## config.mk

```make
export PLATFORM = sky130hd
export DESIGN_NAME = dst_stream_fifo
export DESIGN_NICKNAME = d
export VERILOG_FILES = /design/src/rtl/dst_pkg.sv /design/src/rtl/dst_fifo_ram.sv /design/src/rtl/dst_stream_fifo.sv
export SDC_FILE = /design/constraint.sdc
export NUM_CORES = 2
export LEC_CHECK = 0
export BUFFER_PORTS_ARGS = -buffer_cell sky130_fd_sc_hd__clkbuf_2
export CORE_UTILIZATION = 50
export CTS_CLUSTER_SIZE = 16
export DETAILED_ROUTE_END_ITERATION = 8
export HOLD_SLACK_MARGIN = 0.03
export PLACE_DENSITY = 0.66
export RECOVER_POWER = 25
export SYNTH_ARGS = -nofsm -noshare
export SYNTH_HDL_FRONTEND = slang
export SYNTH_SLANG_ARGS = --single-unit
```

## constraint.sdc

```tcl
create_clock -name AXIS_ACLK -period 5.6 [get_ports AXIS_ACLK]
set_clock_uncertainty 0.05 [all_clocks]
set_input_delay 0.28 -clock AXIS_ACLK [delete_from_list [all_inputs] [get_ports AXIS_ACLK]]
set_output_delay 0.28 -clock AXIS_ACLK [all_outputs]
set_load 0.005 [all_outputs]
```

## src/rtl/dst_pkg.sv

```systemverilog
// Shared widths, word layout and output-FSM states for the destination stream FIFO.
package dst_pkg;

   localparam int DST_DATA_W = 64;
   localparam int DST_DEPTH  = 32;
   localparam int DST_ADDR_W = 5;

   typedef struct packed {
      logic                    last;
      logic [DST_DATA_W/8-1:0] strb;
      logic [DST_DATA_W-1:0]   data;
   } dst_word_t;

   typedef enum logic {
      OUT_IDLE = 1'b0,
      OUT_PKT  = 1'b1
   } out_state_t;

endpackage

```

## src/rtl/dst_fifo_ram.sv

```systemverilog
// Simple dual-port storage: synchronous write, asynchronous read so the head word
// is visible in the same cycle its read address is presented (first-word fall-through).
module dst_fifo_ram
   import dst_pkg::*;
#(
   parameter int WIDTH  = DST_DATA_W + DST_DATA_W/8 + 1,
   parameter int DEPTH  = DST_DEPTH,
   parameter int ADDR_W = DST_ADDR_W
) (
   input  logic              clk_i,
   input  logic              we_i,
   input  logic [ADDR_W-1:0] waddr_i,
   input  logic [WIDTH-1:0]  wdata_i,
   input  logic [ADDR_W-1:0] raddr_i,
   output logic [WIDTH-1:0]  rdata_o
);

   logic [WIDTH-1:0] mem_q [DEPTH];

   always_ff @(posedge clk_i) begin
      if (we_i) begin
         mem_q[waddr_i] <= wdata_i;
      end
   end

   assign rdata_o = mem_q[raddr_i];

endmodule

```

## src/rtl/dst_stream_fifo.sv

```systemverilog
// Result-stream FIFO in front of the S2MM DMA: absorbs back-pressure, counts
// TLAST-delimited packets and optionally holds packets back until complete.
module dst_stream_fifo
   import dst_pkg::*;
#(
   parameter int DATA_W = DST_DATA_W,
   parameter int DEPTH  = DST_DEPTH,
   parameter int ADDR_W = DST_ADDR_W
) (
   input  logic                AXIS_ACLK,
   input  logic                AXIS_ARESETN,
   input  logic                clr,
   input  logic                sf_mode,
   input  logic                S_AXIS_TVALID,
   input  logic [DATA_W-1:0]   S_AXIS_TDATA,
   input  logic [DATA_W/8-1:0] S_AXIS_TSTRB,
   input  logic                S_AXIS_TLAST,
   output logic                S_AXIS_TREADY,
   output logic                M_AXIS_TVALID,
   output logic [DATA_W-1:0]   M_AXIS_TDATA,
   output logic [DATA_W/8-1:0] M_AXIS_TSTRB,
   output logic                M_AXIS_TLAST,
   input  logic                M_AXIS_TREADY,
   output logic [ADDR_W:0]     level,
   output logic [ADDR_W:0]     pkt_cnt,
   output logic                oversize,
   output logic                dbg_state_o
);

   localparam int              WORD_W   = DATA_W + DATA_W/8 + 1;
   localparam logic [ADDR_W:0] FULL_LVL = (ADDR_W+1)'(DEPTH);
   localparam logic [ADDR_W-1:0] PTR_ONE = {{(ADDR_W-1){1'b0}}, 1'b1};
   localparam logic [ADDR_W:0]   CNT_ONE = {{ADDR_W{1'b0}}, 1'b1};

   // Reset asserts asynchronously and releases on a clock edge.
   logic rst_meta_q;
   logic rst_sync_q;
   logic rst_n;

   always_ff @(posedge AXIS_ACLK or negedge AXIS_ARESETN) begin
      if (!AXIS_ARESETN) begin
         rst_meta_q <= 1'b0;
         rst_sync_q <= 1'b0;
      end else begin
         rst_meta_q <= 1'b1;
         rst_sync_q <= rst_meta_q;
      end
   end

   assign rst_n = rst_sync_q;

   logic [ADDR_W-1:0] wptr_q, wptr_d;
   logic [ADDR_W-1:0] rptr_q, rptr_d;
   logic [ADDR_W:0]   level_q, level_d;
   logic [ADDR_W:0]   pkt_q, pkt_d;
   logic              oversize_q, oversize_d;
   out_state_t        state_q, state_d;

   logic              full;
   logic              empty;
   logic              pkt_none;
   logic              force_out;
   logic              s_ready;
   logic              m_valid;
   logic              push;
   logic              pop;
   logic [WORD_W-1:0] wr_word;
   logic [WORD_W-1:0] rd_word;

   // Handshake: a beat transfers on a side exactly when its VALID and READY are both
   // high at the clock edge. READY here depends only on registered state and clr, and
   // VALID never drops without a transfer, so neither side can retract a beat.
   assign full      = (level_q == FULL_LVL);
   assign empty     = (level_q == '0);
   assign pkt_none  = (pkt_q == '0);
   assign force_out = sf_mode & full & pkt_none;

   assign s_ready = rst_n & ~full & ~clr;
   assign m_valid = (state_q == OUT_PKT) ? ~empty
                                         : ~empty & (~sf_mode | ~pkt_none | force_out);

   assign push = S_AXIS_TVALID & s_ready;
   assign pop  = m_valid & M_AXIS_TREADY;

   assign wr_word = {S_AXIS_TLAST, S_AXIS_TSTRB, S_AXIS_TDATA};
   assign {M_AXIS_TLAST, M_AXIS_TSTRB, M_AXIS_TDATA} = rd_word;

   dst_fifo_ram #(
      .WIDTH  (WORD_W),
      .DEPTH  (DEPTH),
      .ADDR_W (ADDR_W)
   ) u_ram (
      .clk_i   (AXIS_ACLK),
      .we_i    (push),
      .waddr_i (wptr_q),
      .wdata_i (wr_word),
      .raddr_i (rptr_q),
      .rdata_o (rd_word)
   );

   // sf_mode only gates VALID in OUT_IDLE, i.e. at a packet boundary.
   always_comb begin
      state_d    = state_q;
      oversize_d = oversize_q;
      case (state_q)
         OUT_IDLE: begin
            if (force_out) begin
               oversize_d = 1'b1;
            end
            if (pop && !M_AXIS_TLAST) begin
               state_d = OUT_PKT;
            end
         end
         OUT_PKT: begin
            if (pop && M_AXIS_TLAST) begin
               state_d = OUT_IDLE;
            end
         end
         default: state_d = OUT_IDLE;
      endcase
      if (clr) begin
         state_d    = OUT_IDLE;
         oversize_d = 1'b0;
      end
   end

   always_comb begin
      wptr_d  = wptr_q;
      rptr_d  = rptr_q;
      level_d = level_q;
      pkt_d   = pkt_q;
      if (push) begin
         wptr_d = wptr_q + PTR_ONE;
      end
      if (pop) begin
         rptr_d = rptr_q + PTR_ONE;
      end
      case ({push, pop})
         2'b10:   level_d = level_q + CNT_ONE;
         2'b01:   level_d = level_q - CNT_ONE;
         default: level_d = level_q;
      endcase
      case ({push & S_AXIS_TLAST, pop & M_AXIS_TLAST})
         2'b10:   pkt_d = pkt_q + CNT_ONE;
         2'b01:   pkt_d = pkt_q - CNT_ONE;
         default: pkt_d = pkt_q;
      endcase
      if (clr) begin
         wptr_d  = '0;
         rptr_d  = '0;
         level_d = '0;
         pkt_d   = '0;
      end
   end

   always_ff @(posedge AXIS_ACLK or negedge rst_n) begin
      if (!rst_n) begin
         wptr_q     <= '0;
         rptr_q     <= '0;
         level_q    <= '0;
         pkt_q      <= '0;
         oversize_q <= 1'b0;
         state_q    <= OUT_IDLE;
      end else begin
         wptr_q     <= wptr_d;
         rptr_q     <= rptr_d;
         level_q    <= level_d;
         pkt_q      <= pkt_d;
         oversize_q <= oversize_d;
         state_q    <= state_d;
      end
   end

   assign S_AXIS_TREADY = s_ready;
   assign M_AXIS_TVALID = m_valid;
   assign level         = level_q;
   assign pkt_cnt       = pkt_q;
   assign oversize      = oversize_q;
   assign dbg_state_o   = state_q;

endmodule

```

-- Word level (Yosys, flattened, before mapping)
Memories as Yosys holds them, arrays and structs flattened.
Cells that the tools add are included.
- flip-flop bits (word level): 26
- RAM bits: 2336
- input bits: 79
- output and inout bits: 89
- logic and storage cells: 67
- memories kept: 1
- add/sub/neg operators: 6
- equality and inequality tests: 6
- multiplexer cells: 18
- bitwise operators: 17
- reductions and logical operators: 11
- memory list (name ; depth ; width ; rd ports ; clocked after Yosys merged registers in ; write ports ; line ; text):
    u_ram.mem_q ; 32 ; 73 ; 1 ; 0 ; 1 ; dst_fifo_ram.sv:18 ; logic [WIDTH-1:0] mem_q [DEPTH];
- operator list (cell ; count):
    one-hot mux 6 bit (2 select lines) ; 2
    two-way mux 5 bit ; 4
    adder 6 x 1 -> 6 bit (second input constant) ; 2
    zero test 6 bit ; 2
    two-way mux 6 bit ; 2
    subtractor 6 x 1 -> 6 bit (second input constant) ; 2
    adder 5 x 1 -> 5 bit (second input constant) ; 2
    bitwise AND 1 bit ; 9
    two-way mux 1 bit ; 9
    == test 6 bit (second input constant) ; 1
    inverter 1 bit ; 6
    nonzero test 2 bit ; 3
    nonzero test 3 bit ; 2
    == test 2 x 1 -> 1 bit (second input constant) ; 2
    == test 2 bit (second input constant) ; 2
    logical AND 1 bit ; 2
    inequality test 2 bit (second input constant) ; 1
    bitwise OR 1 bit ; 2
    one-hot mux 1 bit (2 select lines) ; 1
    AND reduction 2 bit ; 1
    zero test 1 bit ; 1

-- Depth between registers and ports, before layout
- depth in word-level cells: 11
- mapped depth: 13
- gate-level depth less buffers: 13

-- By module
From an unflattened synthesis, not the netlist that was laid out.
- cell total of the unflattened synthesis: 3625
- area, all modules: 90345.4 sq um
- modules (own cells, without submodules) (module ; instances ; cells each ; area each (sq um) ; seq. area each (sq um)):
    dst_fifo_ram ; 1 ; 3456 ; 88656.3 ; 70147.3
    dst_stream_fifo ; 1 ; 169 ; 1689.1 ; 650.6

-- Worst setup path before layout
OpenSTA, ideal clock, no wires.
- path kind: reg-to-reg
- from: reg rst_sync_q (netlist: rst_n)
- to: mem u_ram.mem_q[15][0] (netlist bit) (enable)
- setup time: 0.506 ns
- arrival: 5.135 ns
- data required time: 5.044 ns
- path slack: -0.091 ns
- stages on the path, launching flop included: 7
- buffers on the path: 2
- period minus slack after synthesis: 5.691 ns
- cell sequence: dfrtp_1 -> o31ai_4 -> nor3b_1 -> clkbuf_1 -> nand2_1 -> buf_2 -> nor2_1
- word-level cells in the longest chain between the ends: 5
- ends and longest elaborated chain (item ; line ; text):
    start, declared ; dst_stream_fifo.sv:37 ; logic rst_sync_q;
    start signal, assigned ; dst_stream_fifo.sv:46 ; rst_sync_q <= rst_meta_q;
    bitwise AND 1 bit (2 in a row) ; dst_stream_fifo.sv:78 ; assign s_ready = rst_n & ~full & ~clr;
    bitwise AND 1 bit ; dst_stream_fifo.sv:82 ; assign push = S_AXIS_TVALID & s_ready;
    two-way mux 1 bit ; dst_fifo_ram.sv:21 ; if (we_i) begin
    two-way mux 1 bit (not written as such) ; dst_fifo_ram.sv:22 ; mem_q[waddr_i] <= wdata_i;
    end, declared ; dst_fifo_ram.sv:18 ;
No other way between the ends.

-- Worst setup path after layout
- from: reg rptr_q[1]
- to: out M_AXIS_TDATA[60]
- word-level cells in the longest chain between the ends: 1
- ends and longest elaborated chain (item ; line ; text):
    start, declared ; dst_stream_fifo.sv:53 ; logic [ADDR_W-1:0] rptr_q, rptr_d;
    start signal, assigned ; dst_stream_fifo.sv:166 ; rptr_q <= rptr_d;
    memory read (32 x 73 bit) ; -- ;
    end, declared ; dst_stream_fifo.sv:20 ; output logic [DATA_W-1:0] M_AXIS_TDATA,
No other way between the ends.

==> results.md <==
* Net Sw Frac at 23.3%
* CTS tree: built
* Most common cell in the netlist: edfxtp_1
* Hold Path Class: input port to asynchronous set/reset pin
* P_leak at 31.1 nW
* Setup CP Type: flip-flop to output port
* Total grt overflow at 0
* Internal Power at 0.0313 W
* Latest clock arrival within the worst-skew pair at 0.85 ns
* Routing usage on met3 at 4.42%
* Final Hold Fails at 0
* DR WL/cell at 32.4 µm
* Die footprint at 182,000 µm²
* Hold Buf Count CTS at 81
* # resized after CTS at 0
* RSZ-0062 raised after global routing: no
* Clock Sink Count at 2,362
* Area occupied by multi-input gates at 18,700 µm²
* Final std cells w/o fill at 6,504
* Final period util at 86.9%
* Port Buffer Count at 167
* Final WL at 211,000 µm
* Max Freq at 0.206 GHz
* Syn Nets at 3,634
* Initial Util at 50.4%
* Detail Route Antenna Nets at 0
* Synth warn at 0
* Worst-Margin Slew at 1.38 ns
* Initial antenna violation count at 10
* Critical Path Start Type: flip-flop
* PwrDens at 398 nW/µm²
* Sequential area share after synthesis at 78.6%
* Vias at 41,000
* FP Rows at 155
* Max clock buf depth at 3
* # setup viols final at 0
* Flop pwr share at 48.3%
* Largest net degree at the start of global routing at 141
* Proportion of layout cells with a drive suffix above 1 at 34.1%
* Post-synth EDFFs at 2,336
* Met2 usage at 37.1%
* Die Y at 426 µm
* Peak VDD IR at 0.326 mV
* Post-synthesis cell area at 90,100 µm²
* Dpl cells at 5,997
* Clock share of power at 36.9%
* Die W at 426 µm
* Post-route DRC at 0
* Relative slew slack at 8.21%
* First-pass GRT wire length at 300,000 µm
* P&R area growth vs syn at 13.9%
* Yosys cell types at 67
* Crit path max fanout at 47
* Final instance area at 103,000 µm²
* Setup crit end kind: output port
* Top_reg_cell synth: edfxtp_1
* HPWL after DPL at 104,000 µm
* Top-area cell type share of the netlist area at 77.9%
* Area contributors post-synth: edfxtp_1 (78%), mux4_2 (18%), mux2_2 (0.96%), dfrtp_1 (0.72%), clkbuf_1 (0.39%)
* DR iter-0 viols at 5,353
* Initial DRT Pass Iterations at 5
* Asr flop ratio synth at 1.10%
* Leading area contributor after synthesis: edfxtp_1
* H-Tree Depth at 4
* Worst-path clk slew at 0.06 ns
* Via density at 6.30
* Number of global-route vias before repair at 41,500
* Switching pwr at 0.00950 W
* Placer Congestion at 0.747
* Fill count at 12,500
* Total Nets Final at 4,044
* GR peak layer: met2
* Clk root buf: clkbuf_16
* Logic pwr share at 14.9%
* Commonest cells post-synth: edfxtp_1 (2,336), mux4_2 (726), clkbuf_1 (94)
* Max-slew violation count at 0
* IO Pins at 168
* Syn Area/Cell at 25.4 µm²
* Core Area at 179,000 µm²
* CP Data Arrival Time at 4.54 ns
* Run status: completed
* Req. time, crit path at 5.27 ns
* FF+latch count, synth at 2,362
* Post-DP Area at 94,500 µm²
* Reg2reg path depth at 11
* Max cap viols at 0
* Post-Synthesis Cells at 3,542
* Total Routing Usage GR at 23.5%
* CTS buffer count at 227
* FF/Latch Area at 70,800 µm²
* Met1 Use GR at 34.4%
* Post CTS Setup Buffer Count at 0
* Final min period at 4.87 ns
cell families (layout without fill, tap and decap cells):
logic type / after synthesis / after routing / synth area share (%)
other cells: 1 / 3 / 0.00416
xor+xnor: 10 / 10 / 0.106
fa+ha+maj: 13 / 13 / 0.189
mux: 811 / 811 / 19.2
buf+inv: 187 / 792 / 0.922
compound gates: 36 / 36 / 0.333
flops: 2362 / 2362 / 78.6
simple gates: 122 / 122 / 0.661
flip-flops by register name, indices dropped and copies added, names as in the netlist:
name,flops
rst_meta_q,1
pkt_cnt,6
wptr_q,5
rst_n,1
u_ram.mem_q,2336
rptr_q,5
dbg_state_o,1
oversize,1
level,6
per-stage QoR:
step | TNS (ns) | utilization, % | hold slack, ns | setup slack, ns | power [W]
5_1_grt | 0 | 57.5 | 0.243 | 0.617 | 0.0422
3_3_place_gp | 0 | 52.9 | 0.0339 | 1.57 | 0.0262
4_1_cts | 0 | 57.5 | 0.190 | 0.673 | 0.0412
6_report | 0 | 57.5 | 0.242 | 0.735 | 0.0408
3_5_place_dp | 0 | 52.9 | 0.0351 | 1.57 | 0.0262
2_1_floorplan | -65.33 | - | -0.0656 | -0.0655 | 0.0245
cells in the final DEF, fill, tap and decap left out, types with 20 or more instances in the layout:
| master | instances |
|---|---|
| clkbuf_16 | 229 |
| bufinv_16 | 22 |
| nor2_1 | 32 |
| clkbuf_2 | 122 |
| clkinv_1 | 58 |
| mux4_2 | 726 |
| clkinv_2 | 41 |
| dlygate4sd3_1 | 81 |
| edfxtp_1 | 2336 |
| clkbuf_1 | 91 |
| mux2_2 | 77 |
| buf_4 | 85 |
| nor2_4 | 33 |
| dfrtp_1 | 21 |
| nand2_1 | 20 |
| buf_12 | 28 |
critical path: stages (launching register included):
cell	delay [ns]
dfrtp_4	0.96
buf_4	0.55
buf_4	0.67
mux4_2	0.40
mux4_2	0.48
mux2_2	0.36
clkbuf_2	0.14
power by group through the flow:
| stage | combinational (W) | sequential, W | clock (W) |
|---|---|---|---|
| 3_3_place_gp | 0.00608 | 0.0201 | 0 |
| 5_1_grt | 0.00651 | 0.0197 | 0.0159 |
| 3_5_place_dp | 0.00612 | 0.0201 | 0 |
| 6_report | 0.00607 | 0.0197 | 0.0151 |
| 2_1_floorplan | 0.00455 | 0.0200 | 0 |
| 4_1_cts | 0.00620 | 0.0197 | 0.0153 |
area by class of cell:
class / instances / area share [%]
diodes: 2 / 0.00488
repair buffers: 362 / 2.72
multi-input cells: 993 / 18.2
well taps: 2355 / 2.87
flip-flops and latches: 2362 / 69.0
clock inverters: 150 / 1.41
inverters: 6 / 0.0219
clock buffers: 274 / 5.75
worst paths after layout:
kind / end / slack (ns) / startpoint
worst max-delay path: M_AXIS_TDATA[60] / 0.73 / rptr_q[1]
worst min-delay path: rst_meta_q / 0.24 / AXIS_ARESETN
worst max register to register: pkt_cnt[4] / 1.54 / rptr_q[1]
worst min register to register: rst_n / 0.34 / rst_meta_q
max in group asynchronous: rptr_q[4] / 3.85 / rst_n
min in group AXIS_ACLK: rst_n / 0.34 / rst_meta_q
metal layers:
layer / up-vias / part of all wire [%]
met1: 22500 / 41
met4: 12 / 1.8
met2: 1844 / 49
met5: - / 0.039
li1: 16300 / -
met3: 275 / 8.2
Note: power is estimated with default switching activity, not from simulation.
